$ cat src/rtl/regfile_sb.sv
// regfile_sb
//   Multi-read-port pipeline register file with write-to-read bypass and a
//   per-register pending-write scoreboard. Decode reads operands and issues
//   destination registers; writeback retires them. Register 0 reads as zero.
//   Addresses at or above DEPTH read as zero and ignore writes and issues.
//
// Ports
//   clk       rising-edge clock
//   reset     synchronous, active-high reset
//   rd_addr   NUM_RD packed read addresses, port i at [i*ADDR_W +: ADDR_W]
//   rd_data   NUM_RD packed read data (combinational), port i at [i*DATA_W +: DATA_W]
//   rd_busy   per read port: operand has an unresolved pending write
//   wr_en     writeback strobe
//   wr_addr   writeback register
//   wr_data   writeback data
//   iss_en    issue strobe: mark iss_addr pending
//   iss_addr  destination register of the issued instruction
//   pend_vec  scoreboard contents, bit r = register r pending
//   sb_err    sticky scoreboard protocol violation flag
module regfile_sb #(
  parameter int          DATA_W  = 32,
  parameter int          DEPTH   = 32,
  parameter int          ADDR_W  = 5,
  parameter int          NUM_RD  = 2,
  parameter int          BYPASS  = 1,
  parameter int          SP_IDX  = 29,
  parameter logic [31:0] SP_INIT = 32'h0000_0400
) (
  input  logic                     clk,
  input  logic                     reset,
  input  logic [NUM_RD*ADDR_W-1:0] rd_addr,
  output logic [NUM_RD*DATA_W-1:0] rd_data,
  output logic [NUM_RD-1:0]        rd_busy,
  input  logic                     wr_en,
  input  logic [ADDR_W-1:0]        wr_addr,
  input  logic [DATA_W-1:0]        wr_data,
  input  logic                     iss_en,
  input  logic [ADDR_W-1:0]        iss_addr,
  output logic [DEPTH-1:0]         pend_vec,
  output logic                     sb_err
);

  // Storage spans the full address space so any address indexes it directly;
  // entries 0 and >= DEPTH are never written and stay at their reset zero.
  localparam int NREG = 1 << ADDR_W;
  localparam logic [DATA_W-1:0] SP_VAL = DATA_W'(SP_INIT);

  function automatic logic addr_ok(input logic [ADDR_W-1:0] a);
    return (a != '0) && (int'(a) < DEPTH);
  endfunction

  logic [DATA_W-1:0] regs_reg [NREG];
  logic [DEPTH-1:0]  pend_reg;
  logic [DEPTH-1:0]  pend_next;
  logic [NREG-1:0]   pend_full;
  logic              sb_err_reg;

  logic wr_ok;
  logic iss_ok;
  logic err_iss;
  logic err_wr;

  assign wr_ok     = wr_en && addr_ok(wr_addr);
  assign iss_ok    = iss_en && addr_ok(iss_addr);
  assign pend_full = NREG'(pend_reg);

  // Re-issuing a pending register is only legal when the same-cycle
  // writeback retires the old producer.
  assign err_iss = iss_ok && pend_full[iss_addr] && !(wr_ok && (wr_addr == iss_addr));
  // A writeback must retire something that was issued.
  assign err_wr  = wr_ok && !pend_full[wr_addr];

  // Write clears first, issue sets afterwards, so a same-cycle issue and
  // write to one register leaves it pending for the new producer.
  always_comb begin
    pend_next = pend_reg;
    for (int r = 1; r < DEPTH; r++) begin
      if (wr_ok && (wr_addr == ADDR_W'(r))) pend_next[r] = 1'b0;
      if (iss_ok && (iss_addr == ADDR_W'(r))) pend_next[r] = 1'b1;
    end
  end

  always_ff @(posedge clk) begin
    if (reset) begin
      for (int r = 0; r < NREG; r++) begin
        regs_reg[r] <= ((SP_IDX != 0) && (r == SP_IDX) && (SP_IDX < DEPTH)) ? SP_VAL : '0;
      end
      pend_reg   <= '0;
      sb_err_reg <= 1'b0;
    end else begin
      if (wr_ok) regs_reg[wr_addr] <= wr_data;
      pend_reg <= pend_next;
      if (err_iss || err_wr) sb_err_reg <= 1'b1;
    end
  end

  for (genvar gi = 0; gi < NUM_RD; gi++) begin : g_rd
    logic [ADDR_W-1:0] addr;
    logic              ok;
    logic              hit;

    assign addr = rd_addr[gi*ADDR_W +: ADDR_W];
    assign ok   = addr_ok(addr);
    // wr_ok already implies a valid nonzero address, so a hit implies ok.
    assign hit  = (BYPASS != 0) && wr_ok && (wr_addr == addr);

    assign rd_data[gi*DATA_W +: DATA_W] = !ok ? '0 : (hit ? wr_data : regs_reg[addr]);
    // A forwarded operand is resolved even though its pend bit clears only at the edge.
    assign rd_busy[gi] = ok && pend_full[addr] && !hit;
  end

  assign pend_vec = pend_reg;
  assign sb_err   = sb_err_reg;

endmodule

$ cat config.mk
export PLATFORM = sky130hd
export DESIGN_NAME = regfile_sb
export DESIGN_NICKNAME = d
export VERILOG_FILES = /design/src/rtl/regfile_sb.sv
export SDC_FILE = /design/constraint.sdc
export NUM_CORES = 2
export LEC_CHECK = 0
export BUFFER_PORTS_ARGS = -buffer_cell sky130_fd_sc_hd__buf_2
export CAP_MARGIN = 20
export CELL_PAD_IN_SITES_DETAIL_PLACEMENT = 1
export CELL_PAD_IN_SITES_GLOBAL_PLACEMENT = 1
export CORE_ASPECT_RATIO = 0.6
export CORE_UTILIZATION = 50
export DETAILED_ROUTE_END_ITERATION = 8
export GPL_TIMING_DRIVEN = 0
export PLACE_DENSITY_LB_ADDON = 0.1
export SLEW_MARGIN = 40
export SYNTH_ARGS = -nofsm -noshare
export SYNTH_HDL_FRONTEND = slang
export SYNTH_SLANG_ARGS = --single-unit
$ cat constraint.sdc
create_clock -name clk -period 4.5 [get_ports clk]
set_clock_uncertainty 0.2 [all_clocks]
set_input_delay 0.9 -clock clk [delete_from_list [all_inputs] [get_ports clk]]
set_output_delay 0.9 -clock clk [all_outputs]
set_load 0.05 [all_outputs]
Word-level counts from Yosys, hierarchy flattened
Memory sizes are Yosys's and may differ from the RTL's.
Cells that the tools add are included.
W data, S select, Z words.
{"block": "classes", "addsub": 0, "multipliers": 0, "div": 0, "order_cmp": 4, "eq_ne": 65, "shifts": 0, "muxes": 82, "bitwise_logic": 0, "reduce_logical": 115}
{"op": "$eq A5 B5 Y1 const B", "count": 32}
{"op": "$mux W32", "count": 5}
{"op": "$eq A5 B4 Y1 const B", "count": 16}
{"op": "$logic_and A1 B1 Y1", "count": 74}
{"op": "$mux W1", "count": 72}
{"op": "$reduce_bool A2 Y1", "count": 31}
{"op": "$eq A5 B3 Y1 const B", "count": 8}
{"op": "$reduce_or A32 Y1", "count": 1}
{"op": "$lt A5 B6 Y1 const B", "count": 4}
{"op": "$bmux W1 S5", "count": 4}
{"op": "$eq A5 B2 Y1 const B", "count": 4}
{"op": "$reduce_bool A5 Y1", "count": 4}
{"op": "$eq A5 B5 Y1", "count": 3}
{"op": "$eq A5 B1 Y1 const B", "count": 2}
{"op": "$mux W5", "count": 1}
{"op": "$logic_not A1 Y1", "count": 4}
{"op": "$logic_or A1 B1 Y1", "count": 1}
{"block": "totals", "regBits": 32, "latch_bits": 0, "mem_bits_rw": 1024, "rom_bits": 0, "in_bits": 56, "out_inout_bits": 99, "memories": 1}
{"memory": "regs_reg", "depth": 32, "width": 32, "rd": 2, "rd_ports_with_merged_regs": 0, "write_ports": 32, "line": "52", "source": "logic [DATA_W-1:0] regs_reg [NREG];"}

Depth between registers and ports, before layout
{"block": "depth", "depth_word": 7, "depth_mapped": 9}

Worst setup path before layout
Ideal clock, no wire load.
{"block": "synth_timing", "path_kind": "input -> output", "startpoint": "input rd_addr[2]", "endpoint": "output rd_data[0]", "t_arrival_ns": 3.810, "path_slack_ns": -0.410, "cell_stages": 7, "path_cell_list": "buf_2 -> buf_2 -> buf_2 -> clkbuf_1 -> clkbuf_1 -> a211oi_1 -> o41ai_1"}
{"block": "synth_between", "elab_chain_cells": 4}
{"item": "from (decl)", "line": "31", "source": "input logic [NUM_RD*ADDR_W-1:0] rd_addr,"}
{"item": "branches (longest 3 deep; another with $mem_v2 Z32 W32)"}
{"item": "$mux W32 (*)", "line": "107", "source": "assign rd_data[gi*DATA_W +: DATA_W] = !ok ? '0 : (hit ? wr_data : regs_reg[addr]);"}
{"item": "to (decl)", "line": "32", "source": "output logic [NUM_RD*DATA_W-1:0] rd_data,"}
Every way passes the cells marked *.

Final worst setup path
{"block": "layout_timing", "startpoint": "input rd_addr[8]", "endpoint": "output rd_busy[1]"}
{"block": "layout_between", "elab_chain_cells": 4}
{"item": "$bmux W1 S5 / $eq A5 B5 Y1 (equally long branches)", "line": "109, 105"}
{"item": "$mux W1 (not written as such) / $logic_and A1 B1 Y1 (equally long branches)", "line": "109, 105"}
{"item": "$logic_and A1 B1 Y1 / $logic_not A1 Y1 (equally long branches)", "line": "109", "source": "assign rd_busy[gi] = ok && pend_full[addr] && !hit;"}
{"item": "$logic_and A1 B1 Y1 (*)", "line": "109"}
{"item": "to (decl)", "line": "33", "source": "output logic [NUM_RD-1:0] rd_busy,"}
Every way passes the cells marked *; elsewhere a longest branch is shown, timed or not. The select of a mux whose other input is x is not followed.

==> flow_summary_export.csv <==
group,metric,value,unit
synthesis,synth_seq_area_share,54.3,%
clock_network,cts_tree,"done",
worst_hold_path,whs_path_depth,2,
synthesis,synthAdderAreaFrac,0,%
sta,relSlewSlack,33.3,%
synthesis,synthFlopType,"edfxtp_1",
die,dieHeight,265,µm
grt,grt_pass1_vias,41200,
grt,overflow,0,
clock_network,cts_hold_buf,0,
sta,rsz0062_at_grt,"yes",
worst_setup_path,rr_worst_depth,5,
clock_network,cts_sinks,1056,
die,die_x,441,µm
synthesis,synthMuxAreaShare,23.5,%
sta,fin_hold_ws,308,ps
synthesis,synth_top_family_by_area,"multiplexers",
worst_setup_path,cp_max_fo,10,
sta,hold_viol_final,0,
pwr,power,25.1,mW
synthesis,syn_inst,3908,
pwr,powerDensity,375,mW/mm²
synthesis,synthTopCellsByArea,"edfxtp_1, mux4_2, and2_1",
outcome,status,"complete, but fails checks",
detailed_routing,wire_per_inst,42.2,µm
clock_network,htreeDepth,3,
synthesis,ys_warn_count,0,
sta,setup_viol,35,
worst_setup_path,critPathArrivalTime,3530,ps
synthesis,synth_compound_area_share,5.14,%
placed_design,io_buffers,144,
detailed_routing,drc,0,
grt,met1_usage,59.6,%
outcome,violations,"negative setup slack",
worst_setup_path,crit_type,"input pin to output pin",
die,die_area,0.117,mm²
pwr,power.leakage,23.1,nW
sta,fin_ws,-127,ps
cells_and_area,final_nets,4283,
synthesis,synth_area,0.0578,mm²
sta,fin_crit_sh,103,%
worst_setup_path,crit_required,3400,ps
synthesis,synth_xor_area_share,0.227,%
grt,grt_max_degree,34,
worst_setup_path,reg2reg_slack,2440,ps
placed_design,dpl.hpwl,179000,µm
detailed_routing,vias_per_cell,7.12,
clock_network,path_clk_slew,60,ps
synthesis,synth_edf_count,1024,
detailed_routing,drt-total-wl,246000,µm
grt,met3_usage,16.3,%
placed_design,placed_cells,5634,
clock_network,root_buffer,"clkbuf_16",
cells_and_area,syn_to_final_growth,15.7,%
synthesis,syn_avg_cell_area,14.8,µm²
sta,maxSlewViolCount,0,
cells_and_area,drive_gt1_share,30.2,%
clock_network,cts_buffers,105,
detailed_routing,dr_total_vias,41600,
clock_network,clk_latency,740,ps
sta,setup_tns,-1410,ps
grt,grt_use_met2,57.5,%
cells_and_area,largest_register_ffs,1024,
worst_setup_path,startpoint_type,"input pin",
grt,grt_pass1_wl,334000,µm
job,cap_viol_max_count,0,
cells_and_area,final_core_util,58.4,%
detailed_routing,drt-pass1-iter-count,5,
synthesis,ys_types,52,
synthesis,synth_top_area_share,53.2,%
placed_design,gp_congestion,0.998,
detailed_routing,drt-initial-drc-count,6919,
die,coreArea,0.114,mm²
cells_and_area,fin_cells,5840,
die,start_util,50.5,%
synthesis,yosysMostFrequentCell,"edfxtp_1",
synthesis,async_flop_share,0,%
sta,worstMarginPinSlew,996,ps
detailed_routing,drtAntennaViolNets,0,
grt,grt_usage,42.1,%
synthesis,ys_seq_elements,1056,
sta,fin_crit,4630,ps
clock_network,clk_path_buf_depth,3,
grt,antenna_found_initial,11,
worst_setup_path,worstSetupEndpointType,"output pin",
grt,grt.busiest_layer,"met1",
pwr,ir_drop,0.000306,V
synthesis,synth_simple_gate_area_share,13.6,%
worst_hold_path,hp-class,"input pin to flip-flop",
die,rows,96,
synthesis,synth_common_cells,"edfxtp_1, and2_1, mux4_2",
sta,fmax,0.216,GHz
die,io_pins,155,
synthesis,yosysTopAreaCell,"edfxtp_1",
-- metrics by stage --
step           worst slack, ps  instance area, µm²
2_1_floorplan              179               58000
3_3_place_gp             -1890               60600
3_5_place_dp             -1170               61600
4_1_cts                  -56.5               66500
5_1_grt                  -40.6               66900
6_report                  -127               66900
-- critical path, stage by stage --
cell and delay, ps:
buf_2 200, clkbuf_1 580, clkbuf_2 600, mux4_2 430, mux2i_1 110, nor3_2 330, buf_2 340
-- kinds of logic after synthesis --
logic type	after synthesis
AOI/OAI and AO/OA	394
muxes	681
and+or+nand+nor	1305
buffers and inverters	456
xor gates and xnor gates	15
DFF	1056
other	1
-- repair_timing --
item	4_1_cts	5_1_grt
setup buffers	5	0
resized for setup	373	97
endpoints found under the setup margin	66	57
hold endpoints to repair	0	0
pin swaps	15	5
-- cells in the final DEF, fill, tap and decap left out, types with 32 or more instances in the layout --
cell type,synthesis,layout
buf_12,0,34
buf_4,11,45
conb_1,1,33
clkbuf_16,0,110
o21ai_0,41,40
nor2b_1,112,112
mux2_2,33,33
edfxtp_1,1024,1024
a211oi_1,178,119
clkbuf_4,0,39
mux2i_1,108,91
and2_1,994,994
mux4_2,540,540
buf_2,87,132
nand2_1,81,81
nor2_1,51,36
buf_6,4,66
a211oi_2,0,58
dfxtp_1,32,32
clkbuf_2,0,53
clkbuf_1,308,237
-- where the power goes --
part / switching (mW) / internal [mW] / total, mW
combinational: 2.54 / 1.54 / 4.07
clock: 4.17 / 5.22 / 9.39
sequential: 0.323 / 11.3 / 11.6
total: 7.03 / 18.1 / 25.1
-- routing by layer --
metal | wire length [µm] | vias up
li1 | - | 15700
met1 | 94000 | 21700
met2 | 101000 | 3544
met3 | 38000 | 616
met4 | 13000 | 6
met5 | 37 | -
-- cell type report --
| type | count | area [µm²] |
|---|---|---|
| clock inverter | 51 | 574 |
| timing repair buffer | 180 | 1520 |
| clock buffer | 141 | 2910 |
| fill | 10700 | 47600 |
| inverter | 31 | 116 |
| multi-input combinational | 2428 | 25800 |
| antenna | 9 | 22.5 |
| sequential | 1056 | 31400 |
| tap | 1519 | 1900 |
| buffer | 425 | 2640 |
-- path summary, 6_finish.rpt --
| path | startpoint | endpoint |
|---|---|---|
| max | rd_addr[8] | rd_busy[1] |
| min | wr_data[30] | regs_reg[11][30] |
| max reg2reg | pend_vec[3] | sb_err |
| min reg2reg | pend_vec[22] | pend_vec[22] |
Note: power is estimated with default switching activity, not from simulation.
